<file path="config.mk">
export PLATFORM = sky130hd
export DESIGN_NAME = fifo_rd_drain
export DESIGN_NICKNAME = d
export VERILOG_FILES = /design/src/rtl/fifo_rd_drain.sv
export SDC_FILE = /design/constraint.sdc
export NUM_CORES = 1
export LEC_CHECK = 0
export BUFFER_PORTS_ARGS = -buffer_cell sky130_fd_sc_hd__buf_4
export CAP_MARGIN = 10
export CELL_PAD_IN_SITES_DETAIL_PLACEMENT = 1
export CELL_PAD_IN_SITES_GLOBAL_PLACEMENT = 1
export CORE_ASPECT_RATIO = 0.5
export CORE_MARGIN = 2
export CORE_UTILIZATION = 36
export DETAILED_ROUTE_END_ITERATION = 8
export PLACE_DENSITY_LB_ADDON = 0.15
export SLEW_MARGIN = 5
export SYNTH_ARGS = -nofsm -noshare
export SYNTH_HDL_FRONTEND = slang
export SYNTH_SLANG_ARGS = --single-unit
</file>
<file path="constraint.sdc">
create_clock -name rd_clk -period 2.3 [get_ports rd_clk]
set_clock_uncertainty 0.2 [all_clocks]
set_input_delay 0.115 -clock rd_clk [delete_from_list [all_inputs] [get_ports rd_clk]]
set_output_delay 0.115 -clock rd_clk [all_outputs]
set_load 0.01 [all_outputs]
</file>
<file path="src/rtl/fifo_rd_drain.sv">
// fifo_rd_drain: drains a burst of words from a FIFO into a 2-entry buffer.
// Optional burst abort on a starved FIFO is compiled in with FIFO_RD_TIMEOUT_EN.
module fifo_rd_drain #(
  parameter int DATA_W  = 8,
  parameter int CNT_W   = 8,
  parameter int TIMEOUT = 64
) (
  input  logic              rd_clk,
  input  logic              rd_rst,
  input  logic              start,
  input  logic [CNT_W-1:0]  burst_len,
  input  logic              empty,
  output logic              rd_en,
  input  logic [DATA_W-1:0] rd_data,
  output logic [DATA_W-1:0] m_data,
  output logic              m_valid,
  input  logic              m_ready,
  output logic              busy,
  output logic              done,
  output logic [CNT_W-1:0]  word_count,
  output logic              timeout
);

  typedef enum logic [1:0] {
    IDLE, RUN, FLUSH, DONE
  } state_t;

  state_t             state_q, state_d;
  logic [CNT_W-1:0]   rem_q, rem_d;
  logic [CNT_W-1:0]   wc_q, wc_d;
  logic               infl_q;
  logic [1:0]         occ_q, occ_d;
  logic [1:0]         lvl;
  logic [DATA_W-1:0]  b0_q, b0_d;
  logic [DATA_W-1:0]  b1_q, b1_d;
  logic               push, pop, go;
  logic               abort;

  assign push    = infl_q;
  assign m_valid = (occ_q != 2'd0);
  assign pop     = m_valid && m_ready;
  assign go      = (state_q == IDLE) && start;
  assign m_data  = b0_q;
  assign word_count = wc_q;

  // a pop in this cycle frees a slot, so a full pipe keeps streaming
  assign lvl = occ_q - {1'b0, pop} + {1'b0, infl_q};

  always_ff @(posedge rd_clk) begin
    if (rd_rst) begin
      state_q <= IDLE;
      rem_q   <= '0;
      wc_q    <= '0;
      infl_q  <= 1'b0;
      occ_q   <= 2'd0;
      b0_q    <= '0;
      b1_q    <= '0;
    end else begin
      state_q <= state_d;
      rem_q   <= rem_d;
      wc_q    <= wc_d;
      infl_q  <= rd_en;
      occ_q   <= occ_d;
      b0_q    <= b0_d;
      b1_q    <= b1_d;
    end
  end

  always_comb begin
    state_d = state_q;
    rem_d   = rem_q;
    unique case (state_q)
      IDLE: begin
        if (start) begin
          rem_d   = burst_len;
          state_d = (burst_len != '0) ? RUN : DONE;
        end
      end
      RUN: begin
        if (rd_en) rem_d = rem_q - 1'b1;
        if (rem_q == '0) state_d = FLUSH;
        if (abort) begin
          rem_d   = '0;
          state_d = FLUSH;
        end
      end
      FLUSH: begin
        if (!infl_q && (occ_q == 2'd0 ||
            (occ_q == 2'd1 && pop)))
          state_d = DONE;
      end
      DONE: state_d = IDLE;
      default: state_d = IDLE;
    endcase
  end

  always_comb begin
    busy  = (state_q == RUN) || (state_q == FLUSH);
    done  = (state_q == DONE);
    rd_en = (state_q == RUN) && !empty &&
            (rem_q != '0) && (lvl < 2'd2);
  end

  always_comb begin
    b0_d  = b0_q;
    b1_d  = b1_q;
    occ_d = occ_q;
    unique case ({push, pop})
      2'b10: begin
        if (occ_q == 2'd0) b0_d = rd_data;
        else               b1_d = rd_data;
        occ_d = occ_q + 2'd1;
      end
      2'b01: begin
        b0_d  = b1_q;
        occ_d = occ_q - 2'd1;
      end
      2'b11: begin
        if (occ_q == 2'd1) begin
          b0_d = rd_data;
        end else begin
          b0_d = b1_q;
          b1_d = rd_data;
        end
      end
      default: ;
    endcase
  end

  always_comb begin
    wc_d = wc_q;
    if (go)       wc_d = '0;
    else if (pop) wc_d = wc_q + 1'b1;
  end

`ifdef FIFO_RD_TIMEOUT_EN
  localparam int TW = $clog2(TIMEOUT + 1);

  logic [TW-1:0] ecnt_q, ecnt_d;
  logic          tmo_q, tmo_d;
  logic          stall;

  always_comb begin
    stall  = (state_q == RUN) && empty && (rem_q != '0);
    abort  = stall && (ecnt_q == TW'(TIMEOUT - 1));
    ecnt_d = stall ? ecnt_q + 1'b1 : '0;
    tmo_d  = go ? 1'b0 : (tmo_q | abort);
  end

  always_ff @(posedge rd_clk) begin
    if (rd_rst) begin
      ecnt_q <= '0;
      tmo_q  <= 1'b0;
    end else begin
      ecnt_q <= ecnt_d;
      tmo_q  <= tmo_d;
    end
  end

  assign timeout = tmo_q;
`else
  assign abort   = 1'b0;
  assign timeout = 1'b0;
`endif

endmodule

</file>
==> key figures, run 1 <==
Yosys
  – Number of distinct library cell variants in the gate-level netlist after synthesis: 46
  – Number of flops mapped to enable cells by yosys: 0
  – Share of synthesized registers carrying an async set or reset: 0%
  – Syn avg cell area: 8.44 um^2
  – Post-synthesis net count: 275
  – Cell count after synthesis: 244
  – Fraction of the yosys area taken by sequential cells: 36.0%
  – Cell area after synthesis: 0.00206 mm^2
  – Warnings from Yosys: 0
  – Yosys reg bits: 37
  – Prevailing post-synth register cell: sky130_fd_sc_hd__dfxtp_1

Routing
  – Routed met3 length: 251 um
  – DRC errors left: 0
  – Top Metal Used: met4
  – Detailed Routing Iterations Pass 1: 4
  – Routed wire length per instance: 15.6 um
  – Detail-routed via count per cell: 5.31
  – Detailed-route wire length: 5.95 mm
  – Routed met2 length: 2.83 mm
  – Routed vias: 2,016
  – Met1 WL: 2.81 mm
  – Detailed router's first-iteration violation count: 91
  – Post-route ant nets: 0

CTS
  – TritonCTS sink count: 37
  – Clock tree from TritonCTS: done
  – Root buffer cell: sky130_fd_sc_hd__clkbuf_16
  – Cts bufs inserted: 5
  – CTS H-Tree Depth: 2
  – Maximum buffer depth of the clock tree: 2
  – Clock Pin Slew Worst Setup and Hold Paths: 0.05 ns
  – Clock latency at the later pin of the worst-skew pair: 0.28 ns

Final layout
  – Finished Layout Cells: 380
  – Finished Cell Area: 0.00281 mm^2
  – Share of final-layout standard cells stronger than drive strength 1: 26.1%
  – Number of diodes: 0
  – Number of fill cells in the layout: 656
  – Area of the multi-input gates: 0.00126 mm^2
  – Final design utilization: 51.2%
  – Area overhead of the layout relative to synthesis: 36.6%
  – Flip-flop and latch area: 743 um^2
  – Number of nets in the finished design: 338

Pwr
  – Worst VDD drop: 0.487 mV
  – Pwr Density: 1230 mW/mm^2
  – Leakage component of the power: 1.23 nW
  – Final Power: 3.46 mW

Timing
  – Period utilization: 99.6%
  – Time the final worst path needs with I/O delays and setup: 2.29 ns
  – Unrepaired setup endpoints after global routing: yes
  – Maximum clock frequency: 437 MHz
  – Hold WS: 0.00593 ns
  – Fin. max-slew vios: 0
  – Final Hold Fails: 0
  – Transition time at the pin with the least slew margin: 0.562 ns
  – Finish-stage setup viols: 0
  – Worst max-slew margin expressed relative to the limit: 62.4%

Critical path
  – Startpoint kind of the worst setup timing path: register
  – Series of cell instances along the critical path: inv_4 -> ha_4 -> and2b_2 -> o21ai_2 -> a311oi_2 -> buf_4 -> nand2_4 -> nor3_2 -> buf_4
  – Worst Path Required: 1.99 ns
  – Crit-path max FO: 5
  – CP arrival: 1.98 ns
  – Most common cell type on the critical path: sky130_fd_sc_hd__buf_4
  – Setup slack on the worst flop-to-flop path: 0.05 ns
  – R2R cell count: 7
  – Critical path's slowest cell: sky130_fd_sc_hd__dfxtp_2
  – Critical path start-end classification: register to output pin
  – Element type at the critical path end: output pin
  – Largest stage delay, worst path: 0.35 ns
  – R2r startpoint: occ_q[1]
  – R2R Path End: rem_q[3]

Min path
  – Min-Delay Startpoint: burst_len[2]
  – Number of stages on the worst hold path: 3
  – Endpoint of the worst hold-timing path: rem_q[2]
  – Worst min path class: primary input to register

Die
  – Num ports: 42
  – Die area: 0.00637 mm^2
  – Overall die width: 111 um
  – Area of the core: 0.00549 mm^2
  – Initial standard-cell utilization of the core: 37.5%
  – Height of the die: 57.5 um
  – Row count: 19

Run status
  – Result of the run: completed

Place
  – Area after detailed placement: 0.00250 mm^2
  – GPL Wtd Cong: 0.871
  – Port buffer count: 40
  – DP HPWL: 4.31 mm
  – Placed Instances: 360

Global route
  – Number of antenna violations at the first check in global routing: 0
  – Total GRT Usage: 19.8%
  – Via count of the first global-routing pass: 2,071
  – Maximum number of pins on one net before global-route repair: 33
  – Global-route wire length before repair: 9.96 mm
  – Grt total ovfl: 0

Job
  – Max capacitance violation total: 0
-- metal layers --
layer  GRT usage [%]  up-vias
li1                -     1002
met1            23.9      968
met2            35.8       39
met3            5.21        7
met4            5.00        0
met5               0        -
-- area by class of cell --
cell class | instances | area share [%]
Sequential cell | 37 | 26.4
Multi-Input combinational cell | 185 | 44.7
Clock buffer | 7 | 5.07
Timing Repair Buffer | 67 | 18.9
Inverter | 11 | 1.65
Tap cell | 73 | 3.25
-- flip-flops by register name (all words and copies together) (netlist names) --
register / count
b1_q: 8
m_data: 8
rem_q: 8
word_count: 8
occ_q: 2
state_q: 2
infl_q: 1
-- metrics by stage --
step           setup slack, ns  setup TNS, ns
6_report               0.00994              0
5_1_grt                -0.0825         -0.291
4_1_cts                0.00856              0
3_5_place_dp          -0.00984        -0.0148
3_3_place_gp            0.0768              0
2_1_floorplan           0.0302              0
-- repair_timing --
action,CTS,global route
hold endpoints to repair,11,0
hold buffers,11,0
pin swaps,2,3
buffers inserted,1,1
setup endpoints to repair,4,7
gates resized for setup,9,5
-- cell usage after synthesis (all sizes together) (2+ instances only) --
cell | n | area share, %
dfxtp | 37 | 36
nor2 | 34 | 6.2
mux2i | 19 | 9.2
nand2 | 18 | 3.3
a211oi | 13 | 4.7
o21ai | 13 | 3.3
inv | 11 | 2.0
nand3 | 11 | 2.7
ha | 10 | 6.1
a21oi | 9 | 2.4
clkbuf | 6 | 1.1
nand4 | 6 | 1.8
buf | 5 | 1.8
nor2b | 5 | 1.5
nor4 | 5 | 1.8
nand2b | 4 | 1.2
nor3 | 4 | 0.97
o31ai | 4 | 1.5
xor2 | 4 | 1.7
a221oi | 2 | 1.5
a311oi | 2 | 1.2
a31oi | 2 | 0.61
and2 | 2 | 0.61
and3 | 2 | 0.61
or3 | 2 | 0.61
xnor2 | 2 | 0.85
-- placed cells by master (no fill, tap or decap), types with 5 or more instances in the layout --
cell type / n
sky130_fd_sc_hd__buf_4: 56
sky130_fd_sc_hd__dfxtp_1: 35
sky130_fd_sc_hd__nand2_1: 17
sky130_fd_sc_hd__ha_1: 8
sky130_fd_sc_hd__a211oi_1: 13
sky130_fd_sc_hd__clkbuf_16: 5
sky130_fd_sc_hd__dlygate4sd3_1: 11
sky130_fd_sc_hd__mux2i_1: 19
sky130_fd_sc_hd__nand4_1: 6
sky130_fd_sc_hd__o21ai_0: 9
sky130_fd_sc_hd__a21oi_1: 8
sky130_fd_sc_hd__nand3_1: 11
sky130_fd_sc_hd__nor2_1: 34
sky130_fd_sc_hd__inv_1: 8
-- critical path: cells and delay by family, from the launching register on --
family	cells	cell delay, ns
flip-flops	1	0.35
buffers and inverters	3	0.38
AO/OA/AOI/OAI	2	0.35
adder cells (fa/ha/maj)	1	0.16
AND/OR/NAND/NOR	3	0.45
-- cell families (layout without fill, tap and decap cells) --
family	Yosys count	after routing	synth area share, %
AOI/OAI and AO/OA	53	53	18.5
buffers and inverters	22	85	4.86
adders and majority gates	10	10	6.08
and+or+nand+nor	96	96	22.6
other	1	1	0.182
xor gates and xnor gates	6	6	2.55
muxes	19	19	9.24
DFF	37	37	36.0
-- power breakdown --
part	total [mW]	internal [mW]	switching, mW
registers	0.935	0.800	0.135
clock network	0.677	0.425	0.252
logic	1.85	0.822	1.03
-- how the worst max path moves through the flow --
stage,cells after the start,from,slack [ns],endpoint
finish,9,occ_q[1],0.01,rd_en
global route,9,occ_q[0],-0.08,rd_en
CTS,9,occ_q[0],0.009,rd_en
detailed placement,7,occ_q[0],-0.01,rem_q[3]
global placement,8,occ_q[0],0.08,rem_q[4]
floorplan,9,occ_q[0],0.03,rem_q[4]
Note: power is estimated with default switching activity, not from simulation.
==> run 2, diff against run 1 <==
==> constraint.sdc (replaced) <==
create_clock -name rd_clk -period 2.3 [get_ports rd_clk]
set_clock_uncertainty 0.2 [all_clocks]
set_input_delay 0.46 -clock rd_clk [delete_from_list [all_inputs] [get_ports rd_clk]]
set_output_delay 0.46 -clock rd_clk [all_outputs]
set_load 0.1 [all_outputs]
==> key figures, run 2 (synthesis gave the netlist of run 1 again) <==
CTS
  – Clock latency at the later pin of the worst-skew pair: 0.27 ns (was 0.28 ns)
  – Clock Pin Slew Worst Setup and Hold Paths: 0.05 ns (about the same)
  – Post-cts hold buffer count: 0 (was 11)
  – Cts bufs inserted: 5 (unchanged)
  – Root buffer cell: sky130_fd_sc_hd__clkbuf_16 (unchanged)
  – CTS H-Tree Depth: 2 (unchanged)
  – Maximum buffer depth of the clock tree: 2 (unchanged)
  – TritonCTS sink count: 37 (unchanged)
  – Clock tree from TritonCTS: done (unchanged)

Pwr
  – Worst VDD drop: 0.868 mV (was 0.487 mV)
  – Pwr Density: 1550 mW/mm^2 (was 1230 mW/mm^2)
  – Leakage component of the power: 1.23 nW (about the same)

Final layout
  – Most common library cell in the layout ignoring fill and taps: sky130_fd_sc_hd__buf_4 (unchanged)
  – Share of final-layout standard cells stronger than drive strength 1: 29.4% (was 26.1%)
  – Number of nets in the finished design: 333 (was 338)
  – Number of diodes: 0 (unchanged)
  – Flip-flop and latch area: 748 um^2 (was 743 um^2)
  – Finished Layout Cells: 376 (was 380)
  – Area overhead of the layout relative to synthesis: 35.4% (was 36.6%)
  – Commonest cells after routing, fill and taps aside: sky130_fd_sc_hd__buf_4 (61), sky130_fd_sc_hd__dfxtp_1 (35), sky130_fd_sc_hd__nor2_1 (34) (was sky130_fd_sc_hd__buf_4 (56), sky130_fd_sc_hd__dfxtp_1 (35), sky130_fd_sc_hd__nor2_1 (34))
  – Number of fill cells in the layout: 665 (was 656)
  – Area of the multi-input gates: 0.00127 mm^2 (was 0.00126 mm^2)

Place
  – DP HPWL: 4.48 mm (was 4.31 mm)
  – Placed Instances: 368 (was 360)
  – Setup slack at placement: -0.0922 ns (was -0.00984 ns)
  – GPL Wtd Cong: 0.823 (was 0.871)
  – Port buffer count: 40 (unchanged)

Critical path
  – Critical path start-end classification: register to output pin (unchanged)
  – Critical path's slowest cell: sky130_fd_sc_hd__dfxtp_4 (was sky130_fd_sc_hd__dfxtp_2)
  – Cell type group with the largest total delay on the critical path: simple AND/OR/NAND/NOR gates (unchanged)
  – Largest stage delay, worst path: 0.35 ns (about the same)
  – R2r startpoint: occ_q[1] (unchanged)
  – Worst Path Required: 1.64 ns (was 1.99 ns)
  – Crit-path max FO: 4 (was 5)
  – Element type at the critical path end: output pin (unchanged)
  – Critical path depth in cells: 8 (was 9)
  – Sum of buffers and inverters on the critical path: 2 (was 3)
  – CP startpoint: occ_q[1] (unchanged)
  – Setup slack on the worst flop-to-flop path: 0.08 ns (was 0.05 ns)
  – R2R cell count: 9 (was 7)
  – CP arrival: 1.94 ns (was 1.98 ns)
  – R2R Path End: rem_q[4] (was rem_q[3])
  – Setup crit end: rd_en (unchanged)
  – Startpoint kind of the worst setup timing path: register (unchanged)
  – Series of cell instances along the critical path: inv_4 -> ha_4 -> and2b_2 -> o21ai_2 -> a311oi_2 -> nand2_2 -> nor3_4 -> buf_12 (was inv_4 -> ha_4 -> and2b_2 -> o21ai_2 -> a311oi_2 -> buf_4 -> nand2_4 -> nor3_2 -> buf_4)

Die
  – Num ports: 42 (unchanged)
  – Initial standard-cell utilization of the core: 37.5% (unchanged)
  – Area of the core: 0.00549 mm^2 (unchanged)
  – Die area: 0.00637 mm^2 (unchanged)
  – Height of the die: 57.5 um (unchanged)
  – Overall die width: 111 um (unchanged)
  – Row count: 19 (unchanged)

Routing
  – Post-route ant nets: 0 (unchanged)
  – Detail-routed via count per cell: 5.33 (was 5.31)
  – DRC errors left: 0 (unchanged)
  – Detailed-route wire length: 5.99 mm (was 5.95 mm)
  – Routed wire length per instance: 15.9 um (was 15.6 um)
  – Detailed router's first-iteration violation count: 52 (was 91)
  – Detailed Routing Iterations Pass 1: 4 (unchanged)
  – Routed vias: 2,005 (was 2,016)

Min path
  – Number of stages on the worst hold path: 2 (was 3)
  – Worst min path class: primary input to register (unchanged)

Global route
  – Number of antenna violations at the first check in global routing: 0 (unchanged)
  – Via count of the first global-routing pass: 2,143 (was 2,071)
  – Grt total ovfl: 0 (unchanged)
  – Maximum number of pins on one net before global-route repair: 33 (unchanged)
  – Total GRT Usage: 20.7% (was 19.8%)
  – Global-route wire length before repair: 10.5 mm (was 9.96 mm)

Timing
  – Setup slack after layout: -0.300 ns (was 0.00994 ns)
  – Hold WS: 0.206 ns (was 0.00593 ns)
  – Time the final worst path needs with I/O delays and setup: 2.60 ns (was 2.29 ns)
  – Finish-stage setup viols: 1 (was 0)
  – Final Hold Fails: 0 (unchanged)
  – Transition time at the pin with the least slew margin: 0.531 ns (was 0.562 ns)
  – Maximum clock frequency: 385 MHz (was 437 MHz)
  – Fin. max-slew vios: 0 (unchanged)
  – Setup TNS: -0.300 ns (was 0 ns)
  – Worst max-slew margin expressed relative to the limit: 64.5% (was 62.4%)
  – Period utilization: 113% (was 99.6%)
  – Unrepaired setup endpoints after global routing: yes (unchanged)

Run status
  – Result of the run: finished with violations (was completed)
  – Violated checks: negative setup slack

Job
  – Max capacitance violation total: 0 (unchanged)
==> run 2: cell type report <==
cell class | count | area share [%]
clock buffer | 7 | 5.48
tap | 73 | 3.28
clock inverter | 1 | 0.180
sequential | 37 | 26.8
timing repair buffer | 62 | 17.1
inverter | 11 | 1.66
multi-input combinational | 185 | 45.4
==> run 2: worst register-to-register path, cell delays in order (launching register included) <==
cell and delay (ns):
sky130_fd_sc_hd__dfxtp_4 0.35, sky130_fd_sc_hd__inv_4 0.05, sky130_fd_sc_hd__ha_4 0.17, sky130_fd_sc_hd__and2b_2 0.24
sky130_fd_sc_hd__o21ai_2 0.07, sky130_fd_sc_hd__a211o_1 0.28, sky130_fd_sc_hd__buf_4 0.14, sky130_fd_sc_hd__and2_4 0.18
sky130_fd_sc_hd__a21o_1 0.19, sky130_fd_sc_hd__o221a_1 0.22
==> run 2: worst min path at each step <==
stage	startpoint	endpoint	slack, ns
6_report	empty	infl_q	0.21
5_1_grt	empty	infl_q	0.21
4_1_cts	empty	infl_q	0.20
3_5_place_dp	b1_q[1]	b1_q[1]	0.29
3_3_place_gp	word_count[7]	word_count[7]	0.27
2_1_floorplan	b1_q[0]	b1_q[0]	0.26
==> run 2: where the power goes <==
part,internal (mW),switching [mW]
combinational,0.916,1.77
sequential,0.805,0.129
clock,0.458,0.247
total,2.18,2.14
==> run 2: per-stage QoR <==
step | area, um^2 | total power [mW] | utilization [%]
CTS | 2790 | 4.36 | 50.8
floorplan | 2110 | 2.84 | -
global placement | 2610 | 3.48 | 47.6
finish | 2790 | 4.32 | 50.8
global route | 2790 | 4.61 | 50.8
detailed placement | 2610 | 3.58 | 47.6
==> run 2: routing by layer <==
metal  up-vias  global-route usage, %  share of wire [%]
li1        988                      -                  -
met1       972                   25.0                 46
met2        39                   37.7                 49
met3         6                   5.53                3.9
met4         0                   4.64               0.88
met5         -                      0                  0
==> run 2: repair_timing <==
action,CTS,global route
setup buffers,0,0
setup endpoints to repair,4,1
hold endpoints to repair,0,0
gates resized for setup,6,0
pin swaps,2,0
